**config.mk**
```make
export PLATFORM = sky130hd
export DESIGN_NAME = uart_sys_ctrl_flat
export DESIGN_NICKNAME = d
export VERILOG_FILES = /design/src/rtl/uart_sys_ctrl_if.sv /design/src/rtl/uart_sys_ctrl.sv /design/src/flat_wrapper.sv
export SDC_FILE = /design/constraint.sdc
export NUM_CORES = 1
export LEC_CHECK = 0
export CAP_MARGIN = 30
export CORE_ASPECT_RATIO = 1.1
export CORE_MARGIN = 5
export CORE_UTILIZATION = 50
export CTS_CLUSTER_SIZE = 40
export DETAILED_ROUTE_END_ITERATION = 8
export MAX_ROUTING_LAYER = met4
export PLACE_DENSITY = 0.86
export REMOVE_ABC_BUFFERS = 1
export SYNTH_ARGS = -nofsm -noshare
export SYNTH_HDL_FRONTEND = slang
export SYNTH_SLANG_ARGS = --single-unit
```
**constraint.sdc**
```tcl
create_clock -name CLK -period 3.9 [get_ports CLK]
set_clock_uncertainty 0.1 [all_clocks]
set_input_delay 0.78 -clock CLK [delete_from_list [all_inputs] [get_ports CLK]]
set_output_delay 0.78 -clock CLK [all_outputs]
set_load 0.01 [all_outputs]
```
**src/rtl/uart_sys_ctrl_if.sv**
```systemverilog
// ---------------------------------------------------------------------------
// uart_sys_ctrl_if
//   Bundle of every signal exchanged between the UART command controller and
//   the surrounding system (UART RX datapath, register file, ALU, TX FIFO).
//
//   Signals (controller view, modport master):
//     RX_P_DATA    in   DATA_WIDTH    received byte
//     RX_D_VLD     in   1             one-cycle strobe, RX_P_DATA valid
//     RdData       in   DATA_WIDTH    register-file read data
//     RdData_Valid in   1             one-cycle strobe, RdData valid
//     ALU_OUT      in   2*DATA_WIDTH  ALU result
//     ALU_OUT_VLD  in   1             one-cycle strobe, ALU_OUT valid
//     FIFO_FULL    in   1             TX FIFO full
//     Address      out  ADDR_WIDTH    register-file address
//     WrEn         out  1             register-file write strobe
//     RdEn         out  1             register-file read strobe
//     WrData       out  DATA_WIDTH    register-file write data
//     ALU_EN       out  1             ALU start strobe
//     ALU_FUN      out  4             ALU function select
//     CLK_EN       out  1             ALU clock-gate enable
//     TX_P_DATA    out  DATA_WIDTH    byte to TX FIFO
//     TX_D_VLD     out  1             TX FIFO write strobe
//
//   modport master : the controller
//   modport slave  : the system side that drives the controller's inputs
// ---------------------------------------------------------------------------
interface uart_sys_ctrl_if #(
  parameter int DATA_WIDTH = 8,
  parameter int ADDR_WIDTH = 4
);

  // UART receive side
  logic [DATA_WIDTH-1:0]   RX_P_DATA;
  logic                    RX_D_VLD;

  // register file
  logic [DATA_WIDTH-1:0]   RdData;
  logic                    RdData_Valid;
  logic [ADDR_WIDTH-1:0]   Address;
  logic                    WrEn;
  logic                    RdEn;
  logic [DATA_WIDTH-1:0]   WrData;

  // ALU
  logic [2*DATA_WIDTH-1:0] ALU_OUT;
  logic                    ALU_OUT_VLD;
  logic                    ALU_EN;
  logic [3:0]              ALU_FUN;
  logic                    CLK_EN;

  // TX FIFO
  logic                    FIFO_FULL;
  logic [DATA_WIDTH-1:0]   TX_P_DATA;
  logic                    TX_D_VLD;

  modport master (
    input  RX_P_DATA, RX_D_VLD,
    input  RdData, RdData_Valid,
    input  ALU_OUT, ALU_OUT_VLD,
    input  FIFO_FULL,
    output Address, WrEn, RdEn, WrData,
    output ALU_EN, ALU_FUN, CLK_EN,
    output TX_P_DATA, TX_D_VLD
  );

  modport slave (
    output RX_P_DATA, RX_D_VLD,
    output RdData, RdData_Valid,
    output ALU_OUT, ALU_OUT_VLD,
    output FIFO_FULL,
    input  Address, WrEn, RdEn, WrData,
    input  ALU_EN, ALU_FUN, CLK_EN,
    input  TX_P_DATA, TX_D_VLD
  );

endinterface

```
**src/rtl/uart_sys_ctrl.sv**
```systemverilog
// ---------------------------------------------------------------------------
// uart_sys_ctrl
//   Command controller between the UART byte stream and the system core.
//   Parses opcode frames, sequences register-file writes/reads and ALU runs,
//   and streams results back to the TX FIFO.
//
//   Frames (first byte is the opcode):
//     CMD_WR      : opcode, addr, data      -> register write
//     CMD_RD      : opcode, addr            -> register read, 1 result byte
//     CMD_ALU_OP  : opcode, A, B, fun       -> write A/B to regs 0/1, run ALU,
//                                              2 result bytes (lo then hi)
//     CMD_ALU_NOP : opcode, fun             -> run ALU on stored operands
//
//   Ports:
//     CLK  in  system clock
//     RST  in  asynchronous, active-low reset
//     bus  uart_sys_ctrl_if.master (see interface file for the signal list)
// ---------------------------------------------------------------------------
module uart_sys_ctrl #(
  parameter int                    DATA_WIDTH  = 8,
  parameter int                    ADDR_WIDTH  = 4,
  parameter logic [DATA_WIDTH-1:0] CMD_WR      = 8'hAA,
  parameter logic [DATA_WIDTH-1:0] CMD_RD      = 8'hBB,
  parameter logic [DATA_WIDTH-1:0] CMD_ALU_OP  = 8'hCC,
  parameter logic [DATA_WIDTH-1:0] CMD_ALU_NOP = 8'hDD
) (
  input  logic            CLK,
  input  logic            RST,
  uart_sys_ctrl_if.master bus
);

  typedef enum logic [3:0] {
    IDLE     = 4'd0,
    WR_ADDR  = 4'd1,
    WR_DATA  = 4'd2,
    RD_ADDR  = 4'd3,
    RD_WAIT  = 4'd4,
    OP_A     = 4'd5,
    OP_B     = 4'd6,
    FUN      = 4'd7,
    ALU_WAIT = 4'd8,
    TX_LO    = 4'd9,
    TX_HI    = 4'd10
  } state_t;

  // ALU operands live at fixed register-file locations
  localparam logic [ADDR_WIDTH-1:0] OPA_ADDR = ADDR_WIDTH'(0);
  localparam logic [ADDR_WIDTH-1:0] OPB_ADDR = ADDR_WIDTH'(1);

  state_t                  r_state;
  state_t                  w_state_next;

  logic [ADDR_WIDTH-1:0]   r_address,  w_address_next;
  logic [DATA_WIDTH-1:0]   r_wr_data,  w_wr_data_next;
  logic                    r_wr_en,    w_wr_en_next;
  logic                    r_rd_en,    w_rd_en_next;
  logic                    r_alu_en,   w_alu_en_next;
  logic [3:0]              r_alu_fun,  w_alu_fun_next;
  logic                    r_clk_en,   w_clk_en_next;
  logic [2*DATA_WIDTH-1:0] r_result,   w_result_next;
  logic [DATA_WIDTH-1:0]   r_tx_data,  w_tx_data_next;

  logic                    w_tx_state;
  logic                    w_tx_fire;

  // A TX byte is accepted only when the FIFO has room; the FSM uses the same
  // condition to advance so a stalled byte is neither lost nor repeated.
  assign w_tx_state = (r_state == TX_LO) || (r_state == TX_HI);
  assign w_tx_fire  = w_tx_state && !bus.FIFO_FULL;

  // -------------------------------------------------------------------------
  // State and output registers
  // -------------------------------------------------------------------------
  always_ff @(posedge CLK or negedge RST) begin
    if (!RST) begin
      r_state   <= IDLE;
      r_address <= '0;
      r_wr_data <= '0;
      r_wr_en   <= 1'b0;
      r_rd_en   <= 1'b0;
      r_alu_en  <= 1'b0;
      r_alu_fun <= '0;
      r_clk_en  <= 1'b0;
      r_result  <= '0;
      r_tx_data <= '0;
    end else begin
      r_state   <= w_state_next;
      r_address <= w_address_next;
      r_wr_data <= w_wr_data_next;
      r_wr_en   <= w_wr_en_next;
      r_rd_en   <= w_rd_en_next;
      r_alu_en  <= w_alu_en_next;
      r_alu_fun <= w_alu_fun_next;
      r_clk_en  <= w_clk_en_next;
      r_result  <= w_result_next;
      r_tx_data <= w_tx_data_next;
    end
  end

  // -------------------------------------------------------------------------
  // Next-state logic. Each state looks only at the one strobe it cares
  // about; bytes arriving while waiting on the core or on the FIFO fall
  // through untouched.
  // -------------------------------------------------------------------------
  always_comb begin
    w_state_next = r_state;
    unique case (r_state)
      IDLE: begin
        if (bus.RX_D_VLD) begin
          if (bus.RX_P_DATA == CMD_WR)           w_state_next = WR_ADDR;
          else if (bus.RX_P_DATA == CMD_RD)      w_state_next = RD_ADDR;
          else if (bus.RX_P_DATA == CMD_ALU_OP)  w_state_next = OP_A;
          else if (bus.RX_P_DATA == CMD_ALU_NOP) w_state_next = FUN;
          else                                   w_state_next = IDLE;
        end
      end
      WR_ADDR:  if (bus.RX_D_VLD)     w_state_next = WR_DATA;
      WR_DATA:  if (bus.RX_D_VLD)     w_state_next = IDLE;
      RD_ADDR:  if (bus.RX_D_VLD)     w_state_next = RD_WAIT;
      // a read returns a single byte, so it skips straight to the last TX state
      RD_WAIT:  if (bus.RdData_Valid) w_state_next = TX_HI;
      OP_A:     if (bus.RX_D_VLD)     w_state_next = OP_B;
      OP_B:     if (bus.RX_D_VLD)     w_state_next = FUN;
      FUN:      if (bus.RX_D_VLD)     w_state_next = ALU_WAIT;
      ALU_WAIT: if (bus.ALU_OUT_VLD)  w_state_next = TX_LO;
      TX_LO:    if (w_tx_fire)        w_state_next = TX_HI;
      TX_HI:    if (w_tx_fire)        w_state_next = IDLE;
      default:                        w_state_next = IDLE;
    endcase
  end

  // -------------------------------------------------------------------------
  // Output logic. Strobes default low so each lasts exactly one cycle;
  // address, data, function select and result hold until overwritten.
  // -------------------------------------------------------------------------
  always_comb begin
    w_address_next = r_address;
    w_wr_data_next = r_wr_data;
    w_wr_en_next   = 1'b0;
    w_rd_en_next   = 1'b0;
    w_alu_en_next  = 1'b0;
    w_alu_fun_next = r_alu_fun;
    w_clk_en_next  = r_clk_en;
    w_result_next  = r_result;
    w_tx_data_next = r_tx_data;
    unique case (r_state)
      WR_ADDR: begin
        if (bus.RX_D_VLD) w_address_next = bus.RX_P_DATA[ADDR_WIDTH-1:0];
      end
      WR_DATA: begin
        if (bus.RX_D_VLD) begin
          w_wr_data_next = bus.RX_P_DATA;
          w_wr_en_next   = 1'b1;
        end
      end
      RD_ADDR: begin
        if (bus.RX_D_VLD) begin
          w_address_next = bus.RX_P_DATA[ADDR_WIDTH-1:0];
          w_rd_en_next   = 1'b1;
        end
      end
      RD_WAIT: begin
        if (bus.RdData_Valid) begin
          w_result_next[DATA_WIDTH-1:0] = bus.RdData;
          // TX data is preloaded so it is already stable in the TX state
          w_tx_data_next                = bus.RdData;
        end
      end
      OP_A: begin
        if (bus.RX_D_VLD) begin
          w_address_next = OPA_ADDR;
          w_wr_data_next = bus.RX_P_DATA;
          w_wr_en_next   = 1'b1;
        end
      end
      OP_B: begin
        if (bus.RX_D_VLD) begin
          w_address_next = OPB_ADDR;
          w_wr_data_next = bus.RX_P_DATA;
          w_wr_en_next   = 1'b1;
        end
      end
      FUN: begin
        if (bus.RX_D_VLD) begin
          w_alu_fun_next = bus.RX_P_DATA[3:0];
          w_alu_en_next  = 1'b1;
          // ALU clock must be running in the same cycle as its start strobe
          w_clk_en_next  = 1'b1;
        end
      end
      ALU_WAIT: begin
        if (bus.ALU_OUT_VLD) begin
          w_result_next  = bus.ALU_OUT;
          w_tx_data_next = bus.ALU_OUT[DATA_WIDTH-1:0];
          w_clk_en_next  = 1'b0;
        end
      end
      TX_LO: begin
        // low byte goes out this cycle; line up the high byte for TX_HI
        if (w_tx_fire) w_tx_data_next = r_result[2*DATA_WIDTH-1:DATA_WIDTH];
      end
      default: begin
      end
    endcase
  end

  assign bus.Address   = r_address;
  assign bus.WrData    = r_wr_data;
  assign bus.WrEn      = r_wr_en;
  assign bus.RdEn      = r_rd_en;
  assign bus.ALU_EN    = r_alu_en;
  assign bus.ALU_FUN   = r_alu_fun;
  assign bus.CLK_EN    = r_clk_en;
  assign bus.TX_P_DATA = r_tx_data;
  assign bus.TX_D_VLD  = w_tx_fire;

endmodule

```
**src/flat_wrapper.sv**
```systemverilog
// flat-port wrapper written by rule: the top's interface ports become plain ports
module uart_sys_ctrl_flat 
#(
  parameter int                    DATA_WIDTH  = 8,
  parameter int                    ADDR_WIDTH  = 4,
  parameter logic [DATA_WIDTH-1:0] CMD_WR      = 8'hAA,
  parameter logic [DATA_WIDTH-1:0] CMD_RD      = 8'hBB,
  parameter logic [DATA_WIDTH-1:0] CMD_ALU_OP  = 8'hCC,
  parameter logic [DATA_WIDTH-1:0] CMD_ALU_NOP = 8'hDD
)
  (CLK, RST, bus_RX_P_DATA, bus_RX_D_VLD, bus_RdData, bus_RdData_Valid, bus_ALU_OUT, bus_ALU_OUT_VLD, bus_FIFO_FULL, bus_Address, bus_WrEn, bus_RdEn, bus_WrData, bus_ALU_EN, bus_ALU_FUN, bus_CLK_EN, bus_TX_P_DATA, bus_TX_D_VLD);
  uart_sys_ctrl_if #(.DATA_WIDTH(DATA_WIDTH), .ADDR_WIDTH(ADDR_WIDTH)) bus_i ();
  input  logic CLK;
  input  logic RST;
  input wire logic [$bits(bus_i.RX_P_DATA)-1:0] bus_RX_P_DATA;
  input wire logic [$bits(bus_i.RX_D_VLD)-1:0] bus_RX_D_VLD;
  input wire logic [$bits(bus_i.RdData)-1:0] bus_RdData;
  input wire logic [$bits(bus_i.RdData_Valid)-1:0] bus_RdData_Valid;
  input wire logic [$bits(bus_i.ALU_OUT)-1:0] bus_ALU_OUT;
  input wire logic [$bits(bus_i.ALU_OUT_VLD)-1:0] bus_ALU_OUT_VLD;
  input wire logic [$bits(bus_i.FIFO_FULL)-1:0] bus_FIFO_FULL;
  output wire logic [$bits(bus_i.Address)-1:0] bus_Address;
  output wire logic [$bits(bus_i.WrEn)-1:0] bus_WrEn;
  output wire logic [$bits(bus_i.RdEn)-1:0] bus_RdEn;
  output wire logic [$bits(bus_i.WrData)-1:0] bus_WrData;
  output wire logic [$bits(bus_i.ALU_EN)-1:0] bus_ALU_EN;
  output wire logic [$bits(bus_i.ALU_FUN)-1:0] bus_ALU_FUN;
  output wire logic [$bits(bus_i.CLK_EN)-1:0] bus_CLK_EN;
  output wire logic [$bits(bus_i.TX_P_DATA)-1:0] bus_TX_P_DATA;
  output wire logic [$bits(bus_i.TX_D_VLD)-1:0] bus_TX_D_VLD;
  assign bus_i.RX_P_DATA = bus_RX_P_DATA;
  assign bus_i.RX_D_VLD = bus_RX_D_VLD;
  assign bus_i.RdData = bus_RdData;
  assign bus_i.RdData_Valid = bus_RdData_Valid;
  assign bus_i.ALU_OUT = bus_ALU_OUT;
  assign bus_i.ALU_OUT_VLD = bus_ALU_OUT_VLD;
  assign bus_i.FIFO_FULL = bus_FIFO_FULL;
  assign bus_Address = bus_i.Address;
  assign bus_WrEn = bus_i.WrEn;
  assign bus_RdEn = bus_i.RdEn;
  assign bus_WrData = bus_i.WrData;
  assign bus_ALU_EN = bus_i.ALU_EN;
  assign bus_ALU_FUN = bus_i.ALU_FUN;
  assign bus_CLK_EN = bus_i.CLK_EN;
  assign bus_TX_P_DATA = bus_i.TX_P_DATA;
  assign bus_TX_D_VLD = bus_i.TX_D_VLD;
  uart_sys_ctrl #(.DATA_WIDTH(DATA_WIDTH), .ADDR_WIDTH(ADDR_WIDTH), .CMD_WR(CMD_WR), .CMD_RD(CMD_RD), .CMD_ALU_OP(CMD_ALU_OP), .CMD_ALU_NOP(CMD_ALU_NOP)) u_core (.CLK(CLK), .RST(RST), .bus(bus_i));
endmodule
```
# After elaboration in Yosys (flattened, before gate mapping)
# Cells that the tools add are included.
dict set report totals {
  out_inout_bits 29
  word_cells 82
  inputBits 38
  regBits 40
}
dict set report classes {
  reduce_logical 16
  n_mux 30
  eq_ne 26
}
# cell count
set op_table {}
lappend op_table {{4-bit 2-to-1 mux} 16}
lappend op_table {{4-bit one-hot mux with 11 select lines} 1}
lappend op_table {{8-bit equality test (second input constant)} 4}
lappend op_table {{8-bit 2-to-1 mux} 3}
lappend op_table {{8-bit one-hot mux with 3 select lines} 1}
lappend op_table {{2-bit inequality test (second input constant)} 11}
lappend op_table {{4-bit by 3-bit equality test with 1-bit output (second input constant)} 4}
lappend op_table {{4-bit equality test (second input constant)} 3}
lappend op_table {{4-bit one-hot mux with 3 select lines} 1}
lappend op_table {{11-bit AND reduction} 1}
lappend op_table {{4-bit by 2-bit equality test with 1-bit output (second input constant)} 2}
lappend op_table {{4-bit AND reduction} 2}
lappend op_table {{1-bit 2-to-1 mux} 6}
lappend op_table {{2-bit AND reduction} 3}
lappend op_table {{3-bit nonzero test} 2}
lappend op_table {{4-bit by 1-bit equality test with 1-bit output (second input constant)} 1}
lappend op_table {{4-bit logical NOT} 1}
lappend op_table {{3-bit 2-to-1 mux} 1}
lappend op_table {{3-bit AND reduction} 1}
lappend op_table {{3-bit OR reduction} 1}
lappend op_table {{2-bit by 1-bit inequality test with 1-bit output (second input constant)} 1}
lappend op_table {{1-bit one-hot mux with 2 select lines} 1}
lappend op_table {{2-bit nonzero test} 1}
lappend op_table {{2-bit OR reduction} 1}
lappend op_table {{3 further kinds} 3}

# Logic depth before layout (Yosys ltp)
# Gate-level depths: netlist (run 1).
dict set report logic_depth {
  word_depth 7
  mapped_depth 6
  mapped_depth_nobuf 4
}

# Worst setup path after synthesis (run 1)
# OpenSTA, ideal clock, no wires.
dict set report synth_path {
  path_type {in2out}
  from {input port bus_FIFO_FULL}
  to {output port bus_TX_D_VLD}
  t_arrival_ns 1.081
  required_ns 3.020
  path_slack_ns 1.939
  stages 1
  path_buffers 0
  cell_sequence {nor3_1}
}
dict set report synth_via {
  elab_chain_len 2
}
# item line_no
set synth_lines {}
lappend synth_lines {{start: declaration} flat_wrapper.sv:21} ;# input wire logic [$bits(bus_i.FIFO_FULL)-1:0] bus_FIFO_FULL;
lappend synth_lines {{1-bit logical NOT} uart_sys_ctrl.sv:69} ;# assign w_tx_fire = w_tx_state && !bus.FIFO_FULL;
lappend synth_lines {{1-bit logical AND} uart_sys_ctrl.sv:69}
lappend synth_lines {{end: declaration} flat_wrapper.sv:30} ;# output wire logic [$bits(bus_i.TX_D_VLD)-1:0] bus_TX_D_VLD;
# Every way passes these cells.

# Worst setup path in the final report (run 1)
# Same ends and word-level chain as after synthesis.

==> results of run 1 <==
==> placed cells by master, fill, tap and decap left out, drive strengths merged, types with 3 or more instances in the layout <==
master and n:
mux2 23, buf 3, xnor2 3, nor2b 3, nor2 6, nand4 3, nor3b 6, nand2 12
a21oi 4, dfrtp 40, o21ai 15, inv 12, mux2i 17, clkdlybuf4s50 65, clkbuf 5
==> routing by layer <==
metal  part of all wire  vias up  GRT usage
met2               0.53       39      0.316
met1               0.41      794      0.224
li1                   -      764          -
met4              0.015        0     0.0677
met5                  0        -          -
met3              0.047        6     0.0465
==> cells by family (layout without fill, tap and decap cells) <==
group / count (synthesis) / in the layout / synth area share
mux: 40 / 40 / 0.206
compound gates: 31 / 31 / 0.113
flops: 40 / 40 / 0.481
simple gates: 44 / 44 / 0.141
buf+inv: 19 / 88 / 0.0463
xor+xnor: 3 / 3 / 0.0126
==> how the worst max path moves through the flow <==
stage | startpoint | end | slack [ns] | depth (start not counted)
finish | bus_FIFO_FULL | bus_TX_D_VLD | 0.96 | 3
global route | bus_FIFO_FULL | bus_TX_D_VLD | 0.94 | 3
CTS | bus_FIFO_FULL | bus_TX_D_VLD | 0.96 | 3
detailed placement | bus_FIFO_FULL | bus_TX_D_VLD | 0.97 | 3
global placement | bus_FIFO_FULL | bus_TX_D_VLD | 1.01 | 3
floorplan | u_core.r_state[0]$_DFFE_PN0P_ | u_core.bus.WrData[0]$_DFFE_PN0P_ | 1.44 | 4
==> cell type report <==
cell class              count  area (um2)
multi-input cells         118         982
fillers                   300        1120
repair buffers             68         671
well taps                  52        65.1
inverters                  12        45.0
clock buffers               5        68.8
clock inverters             3        42.5
flip-flops and latches     40        1000
==> report_power, final <==
| group | leakage [nW] | switching, mW | internal, mW |
|---|---|---|---|
| clock network | 0.0541 | 0.143 | 0.189 |
| registers | 0.494 | 0.120 | 0.583 |
| logic | 0.705 | 0.425 | 0.526 |
==> worst max-delay path, delay by kind of cell <==
kind	cells	cell delay [ns]
simple gates	1	0.23
buf+inv	2	1.05
==> sequential cells by signal, indices dropped and copies added, names as in the netlist, 4 cells and up <==
name                  count
u_core.bus.TX_P_DATA      8
u_core.bus.WrData         8
u_core.r_result           8
u_core.bus.ALU_FUN        4
u_core.bus.Address        4
u_core.r_state            4
==> results.sh, run 1 <==
export IMPL_rows=24
export IMPL_cts_sinks=40
export IMPL_cp_end_kind="primary output"
export IMPL_drtIter0Drc=92
export IMPL_root_buffer="clkbuf_8"
export IMPL_drv_slew=0
export IMPL_fin_util=0.720
export IMPL_cts_tree="built"
export IMPL_avgViaCountPerCell=5.38
export IMPL_die_area_um2=5550
export IMPL_final_layout_size_suffix_gt1_frac=0.191
export IMPL_area_delta_synth_final_pct=38.3
export IMPL_peakVddDrop_mv=0.411
export IMPL_grt_pass1_wl_um=8010
export IMPL_reg2reg_setup_slack_ns=1.89
export IMPL_powerDensity_nw_per_um2=691
export IMPL_fin_cells=298
export IMPL_cts_hold_buffers=0
export IMPL_ios=67
export IMPL_antenna_found_initial=0
export IMPL_place_congestion=0.925
export IMPL_cap_violations=0
export IMPL_syn_inst=177
export IMPL_synthTopCellsByCount="dfrtp_1 (40), mux2_2 (23), mux2i_1 (17)"
export IMPL_ys_flop_type="dfrtp_1"
export IMPL_synth_area_um2=2080
export IMPL_crit_arrival_ns=2.06
export IMPL_yosysWarnings=0
export IMPL_synth_top_area_frac=0.481
export IMPL_dieWidth_um=71.5
export IMPL_hold_ws_ns=0.409
export IMPL_setup_viol=0
export IMPL_clkTransAtPathRegs_ns=0.08
export IMPL_fin_ws_ns=0.961
export IMPL_antenna_cells=0
export IMPL_numCtsBuffers=5
export IMPL_tns_ns=0
export IMPL_critPathRequiredTime_ns=3.02
export IMPL_dp_cells=290
export IMPL_crit_path_frequent_cell="clkdlybuf4s50_1"
export IMPL_rsz0062_at_grt="no"
export IMPL_die_h_um=77.6
export IMPL_period_needed_ns=2.94
export IMPL_synth_cell_type_count=43
export IMPL_first_global_vias=1681
export IMPL_fin_area_um2=2880
export IMPL_cts_htree_levels=2
export IMPL_firstDrtPassIters=4
export IMPL_max_freq_ghz=0.340
export IMPL_post_cts_buffers=0
export IMPL_dp_final_hpwl_um=3550
export IMPL_path_cells="clkdlybuf4s50_1 -> nor3_1 -> clkdlybuf4s50_1"
export IMPL_timing_rr_start="u_core.r_state[3]$_DFFE_PN0P_"
export IMPL_ant_nets=0
export IMPL_grt_overflow=0
export IMPL_relSlewSlack=0.424
export IMPL_finalPower_mw=1.99
export IMPL_post_dp_cell_area_um2=2760
export IMPL_async_reset_ff_frac=1.00
export IMPL_num_vias=1603
export IMPL_outcome="complete, no violations"
export IMPL_hold_path_depth=1
export IMPL_grt_start_max_net_pins=41
export IMPL_wirelength_um=4800
export IMPL_coreArea_um2=3990
export IMPL_yosysSeqAreaShare=0.481
export IMPL_insertion_delay_ns=0.29
export IMPL_netlist_top_cells_area="dfrtp_1 (48%), mux2_2 (12%), mux2i_1 (8.2%)"
export IMPL_synth_area_per_cell_um2=11.7
export IMPL_finalCritPeriodShare=0.754
export IMPL_worstHoldStart="u_core.bus.WrData[7]$_DFFE_PN0P_"
export IMPL_ys_ff_latch=40
export IMPL_synth_edf_count=0
export IMPL_worstMarginPinSlew_ns=0.865
export IMPL_clockBufferDepth=2
export IMPL_critical_path_max_stage_delay_ns=0.56
export IMPL_ff2ff_path_depth=4
export IMPL_timing_rr_end="u_core.r_state[3]$_DFFE_PN0P_"
export IMPL_hold_viol_final=0
export IMPL_dp_slack_ns=0.968
export IMPL_cpMaxStageDelayCell="clkdlybuf4s50_1"
export IMPL_start_kind="input port"
export IMPL_hold_path_class="reg -> reg"
export IMPL_gr_usage_all_layers=0.190
export IMPL_drc=0
export IMPL_final_nets=283
export IMPL_leakage_nw=1.25
export IMPL_initial_utilization=0.521
export IMPL_hold_path_endpoint="u_core.bus.WrData[7]$_DFFE_PN0P_"
export IMPL_io_buffers=66
export IMPL_post_synth_top_area_cell="dfrtp_1"
export IMPL_synth_most_common_cell="dfrtp_1"
export IMPL_post_cts_resized=0
export IMPL_cp_max_fo=5
export IMPL_wl_per_cell_um=16.1
export IMPL_crit_type="in -> out"
(Power assumes the default switching activity.)
==> run 2, diff against run 1 <==
Settings changed: CORE_UTILIZATION 50 to 46, PLACE_DENSITY 0.86 to 0.8.
Clock period 3.9 ns to 3 ns, I/O delays scaled along.
==> run 2 against run 1 <==
Effect of this change: critical path depth unchanged; non-clock buffer count grew 1; first-iteration DRC count grew 42%; global-route usage fell by 1.0 points; sequential share of layout area up 0.11 points; wire length decreased by 0.71%; flip-flop and latch count unchanged; die area up 7.5%; critical path type is now reg -> out; critical endpoint unchanged; largest power group unchanged.
==> results.sh, run 2 (synthesis gave the netlist of run 1 again) <==
export IMPL_numCtsBuffers=5
export IMPL_ios=67
export IMPL_fin_ws_ns=0.390
export IMPL_clkTransAtPathRegs_ns=0.07
export IMPL_rsz0062_at_grt="no"
export IMPL_maxUsedRoutingLayer="met4"
export IMPL_cts_hold_buffers=0
export IMPL_leakage_nw=1.25
export IMPL_post_cts_resized=0
export IMPL_clockBufferDepth=2
export IMPL_cts_htree_levels=2
export IMPL_first_global_vias=1620
export IMPL_finalPower_mw=2.52
export IMPL_wl_met3_um=168
export IMPL_cp_end_kind="primary output"
export IMPL_insertion_delay_ns=0.29
export IMPL_crit_type="reg -> out"
export IMPL_post_dp_cell_area_um2=2770
export IMPL_outcome="complete, no violations"
export IMPL_met2_length_um=2440
export IMPL_final_cell_mix="clkdlybuf4s50_1 (65), dfrtp_1 (40), mux2_2 (23), mux2i_1 (17), o21ai_0 (13)"
export IMPL_firstDrtPassIters=4
export IMPL_cts_sinks=40
export IMPL_dp_final_hpwl_um=3590
export IMPL_antenna_found_initial=0
export IMPL_num_vias=1589
export IMPL_worstMarginPinSlew_ns=0.857
export IMPL_die_h_um=80.5
export IMPL_start_kind="register"
export IMPL_gr_usage_all_layers=0.180
export IMPL_wirelength_um=4760
export IMPL_relSlewSlack=0.428
export IMPL_setup_viol=0
export IMPL_dieWidth_um=74.1
export IMPL_peakVddDrop_mv=0.535
export IMPL_place_congestion=0.907
export IMPL_post_cts_buffers=0
export IMPL_hold_viol_final=0
export IMPL_antenna_cells=0
export IMPL_reg2reg_setup_slack_ns=1.05
export IMPL_drtIter0Drc=131
export IMPL_root_buffer="clkbuf_8"
export IMPL_coreArea_um2=4350
export IMPL_cts_tree="built"
export IMPL_die_area_um2=5970
export IMPL_period_needed_ns=2.61
export IMPL_cap_violations=0
export IMPL_met1_length_um=2010
export IMPL_wl_per_cell_um=15.8
export IMPL_fin_util=0.659
export IMPL_dp_slack_ns=0.443
export IMPL_grt_start_max_net_pins=41
export IMPL_cp_max_fo=15
export IMPL_fin_area_um2=2870
export IMPL_finalCritPeriodShare=0.870
export IMPL_rows=25
export IMPL_critPathRequiredTime_ns=2.30
export IMPL_drv_slew=0
export IMPL_ant_nets=0
export IMPL_io_buffers=66
export IMPL_grt_overflow=0
export IMPL_layout_commonest_cell="clkdlybuf4s50_1"
export IMPL_drc=0
export IMPL_tns_ns=0
export IMPL_max_freq_ghz=0.383
export IMPL_avgViaCountPerCell=5.28
export IMPL_final_nets=284
export IMPL_final_layout_size_suffix_gt1_frac=0.194
export IMPL_powerDensity_nw_per_um2=879
export IMPL_hold_path_class="in -> async"
export IMPL_crit_arrival_ns=1.91
export IMPL_initial_utilization=0.478
export IMPL_area_delta_synth_final_pct=37.8
export IMPL_grt_pass1_wl_um=7850
[run 2: cell count changes in the layout (fill, tap and decap cells not counted), sizes merged]
cell      previous run  this run
clkinvlp             1         0
clkinv               1         2
bufinv               1         0
buf                  3         4
clkbuf               5         6
[run 2: through the flow]
step	cells	hold WS [ns]
after floorplan	170	0.204
after global placement	293	0.386
after detailed placement	293	0.394
after CTS	301	0.349
after global routing	301	0.407
final	301	0.315
[run 2: critical path, stage by stage (launching register included)]
cell and delay (ns):
dfrtp_1 0.55, or2b_1 0.35, nor3_1 0.16, clkdlybuf4s50_1 0.56
[run 2: final cells by class]
| type | instances | area, um2 |
|---|---|---|
| clock buffer | 6 | 82.6 |
| clock inverter | 2 | 10.0 |
| fill | 359 | 1480 |
| inverter | 12 | 45.0 |
| multi-input combinational | 118 | 982 |
| sequential | 40 | 1000 |
| tap | 54 | 67.6 |
| timing repair buffer | 69 | 678 |
[run 2: metal layers]
layer	track usage	up-vias
met3	0.0250	11
met5	-	-
met4	0.0942	0
met1	0.222	762
met2	0.285	46
li1	-	770
[run 2: worst paths after layout]
check | start | end | cells after the start
worst max-delay path | u_core.r_state[2]$_DFFE_PN0P_ | bus_TX_D_VLD | 3
worst min-delay path | RST | u_core.r_result[15]$_DFFE_PN0P_ | 1
worst max register to register | u_core.r_state[2]$_DFFE_PN0P_ | u_core.bus.ALU_FUN[2]$_DFFE_PN0P_ | 3
worst min register to register | u_core.r_result[9]$_DFFE_PN0P_ | u_core.r_result[9]$_DFFE_PN0P_ | 1
max in group asynchronous | RST | u_core.bus.Address[3]$_DFFE_PN0P_ | 1
min in group CLK | u_core.r_result[9]$_DFFE_PN0P_ | u_core.r_result[9]$_DFFE_PN0P_ | 1
[run 2: power breakdown]
part,internal [mW],switching (mW)
combinational,0.692,0.574
clock,0.183,0.182
sequential,0.758,0.129
==> run 3, diff against run 2 <==
Settings changed: CAP_MARGIN 30 to 20, MAX_ROUTING_LAYER met4 to unset.
==> run 3 against run 2 <==
Effect of this change: sequential power is essentially flat; clock power hardly changed; final cell count unchanged; power down 0.10%; wire length shrank 0.34%; die area unchanged; worst setup slack better by 0.0045 ns; non-clock buffer count did not move; critical path type unchanged; largest cell class unchanged; largest power group unchanged.
==> results.sh, run 3 (synthesis gave the netlist of run 1 again) <==
export IMPL_die_area_um2=5970
export IMPL_numCtsBuffers=5
export IMPL_cap_violations=0
export IMPL_max_freq_ghz=0.384
export IMPL_wirelength_um=4750
export IMPL_critPathRequiredTime_ns=2.30
export IMPL_period_needed_ns=2.61
export IMPL_hold_path_class="in -> async"
export IMPL_final_cell_mix="clkdlybuf4s50_1 (65), dfrtp_1 (40), mux2_2 (23), mux2i_1 (17), o21ai_0 (13)"
export IMPL_powerDensity_nw_per_um2=878
export IMPL_num_vias=1572
export IMPL_hold_viol_final=0
export IMPL_insertion_delay_ns=0.29
export IMPL_coreArea_um2=4350
export IMPL_avgViaCountPerCell=5.22
export IMPL_antenna_found_initial=0
export IMPL_place_congestion=0.892
export IMPL_rows=25
export IMPL_area_delta_synth_final_pct=37.8
export IMPL_cts_sinks=40
export IMPL_start_kind="register"
export IMPL_first_global_vias=1613
export IMPL_antenna_cells=0
export IMPL_io_buffers=66
export IMPL_rsz0062_at_grt="no"
export IMPL_crit_type="reg -> out"
export IMPL_post_cts_resized=0
export IMPL_cts_htree_levels=2
export IMPL_initial_utilization=0.478
export IMPL_cts_tree="built"
export IMPL_dp_final_hpwl_um=3590
export IMPL_ios=67
export IMPL_wl_per_cell_um=15.8
export IMPL_firstDrtPassIters=4
export IMPL_grt_overflow=0
export IMPL_cp_end_kind="primary output"
export IMPL_clkTransAtPathRegs_ns=0.07
export IMPL_leakage_nw=1.25
export IMPL_crit_arrival_ns=1.91
export IMPL_tns_ns=0
export IMPL_layout_commonest_cell="clkdlybuf4s50_1"
export IMPL_dieWidth_um=74.1
export IMPL_fin_ws_ns=0.394
export IMPL_root_buffer="clkbuf_8"
export IMPL_grt_start_max_net_pins=41
export IMPL_cts_hold_buffers=0
export IMPL_cp_max_fo=15
export IMPL_dp_slack_ns=0.443
export IMPL_gr_usage_all_layers=0.176
export IMPL_relSlewSlack=0.429
export IMPL_outcome="complete, no violations"
export IMPL_final_layout_size_suffix_gt1_frac=0.194
export IMPL_worstMarginPinSlew_ns=0.857
export IMPL_drtIter0Drc=154
export IMPL_finalCritPeriodShare=0.869
export IMPL_final_nets=284
export IMPL_peakVddDrop_mv=0.532
export IMPL_drc=0
export IMPL_grt_pass1_wl_um=7870
export IMPL_ant_nets=0
export IMPL_drv_slew=0
export IMPL_post_cts_buffers=0
export IMPL_die_h_um=80.5
export IMPL_setup_viol=0
export IMPL_clockBufferDepth=2
[run 3: cell counts in the layout (fill, tap and decap cells not counted)]
Identical to the previous run, type by type.
[run 3: final timing paths]
check	startpoint	to	slack, ns	depth (start not counted)
min	RST	u_core.r_result[15]$_DFFE_PN0P_	0.32	1
max	u_core.r_state[2]$_DFFE_PN0P_	bus_TX_D_VLD	0.39	3
max in group asynchronous	RST	u_core.bus.Address[3]$_DFFE_PN0P_	1.95	1
min reg2reg	u_core.r_result[9]$_DFFE_PN0P_	u_core.r_result[9]$_DFFE_PN0P_	0.41	1
min in group CLK	u_core.r_result[9]$_DFFE_PN0P_	u_core.r_result[9]$_DFFE_PN0P_	0.41	1
max reg2reg	u_core.r_state[2]$_DFFE_PN0P_	u_core.bus.ALU_FUN[2]$_DFFE_PN0P_	1.06	3
[run 3: area by class of cell]
type / count / area (um2)
Clock buffer: 6 / 82.6
Clock inverter: 2 / 10.0
Fill cell: 359 / 1480
Inverter: 12 / 45.0
Multi-Input combinational cell: 118 / 982
Sequential cell: 40 / 1000
Tap cell: 54 / 67.6
Timing Repair Buffer: 69 / 678
[run 3: critical path, cell delays in order, from the launching register on]
cell and delay (ns):
dfrtp_1 0.55, or2b_1 0.35, nor3_1 0.16, clkdlybuf4s50_1 0.56
[run 3: metrics by stage]
stage	hold WS [ns]	utilization	cells	cell area, um2	total power, mW
6_report	0.318	0.659	301	2870	2.52
3_3_place_gp	0.386	0.638	293	2770	2.15
3_5_place_dp	0.394	0.638	293	2770	2.18
5_1_grt	0.407	0.659	301	2870	2.70
4_1_cts	0.349	0.659	301	2870	2.55
2_1_floorplan	0.204	-	170	2030	1.65
[run 3: report_power, final]
group	switching, mW	leakage (nW)	internal (mW)
registers	0.128	0.494	0.758
logic	0.573	0.710	0.692
clock network	0.181	0.0510	0.183
[run 3: per-layer routing]
metal	part of all wire	GRT usage	vias to the layer above
met3	0.042	0.0275	9
met4	0.031	0.0942	0
met5	0	0	-
met1	0.41	0.223	746
met2	0.51	0.283	47
li1	-	-	770
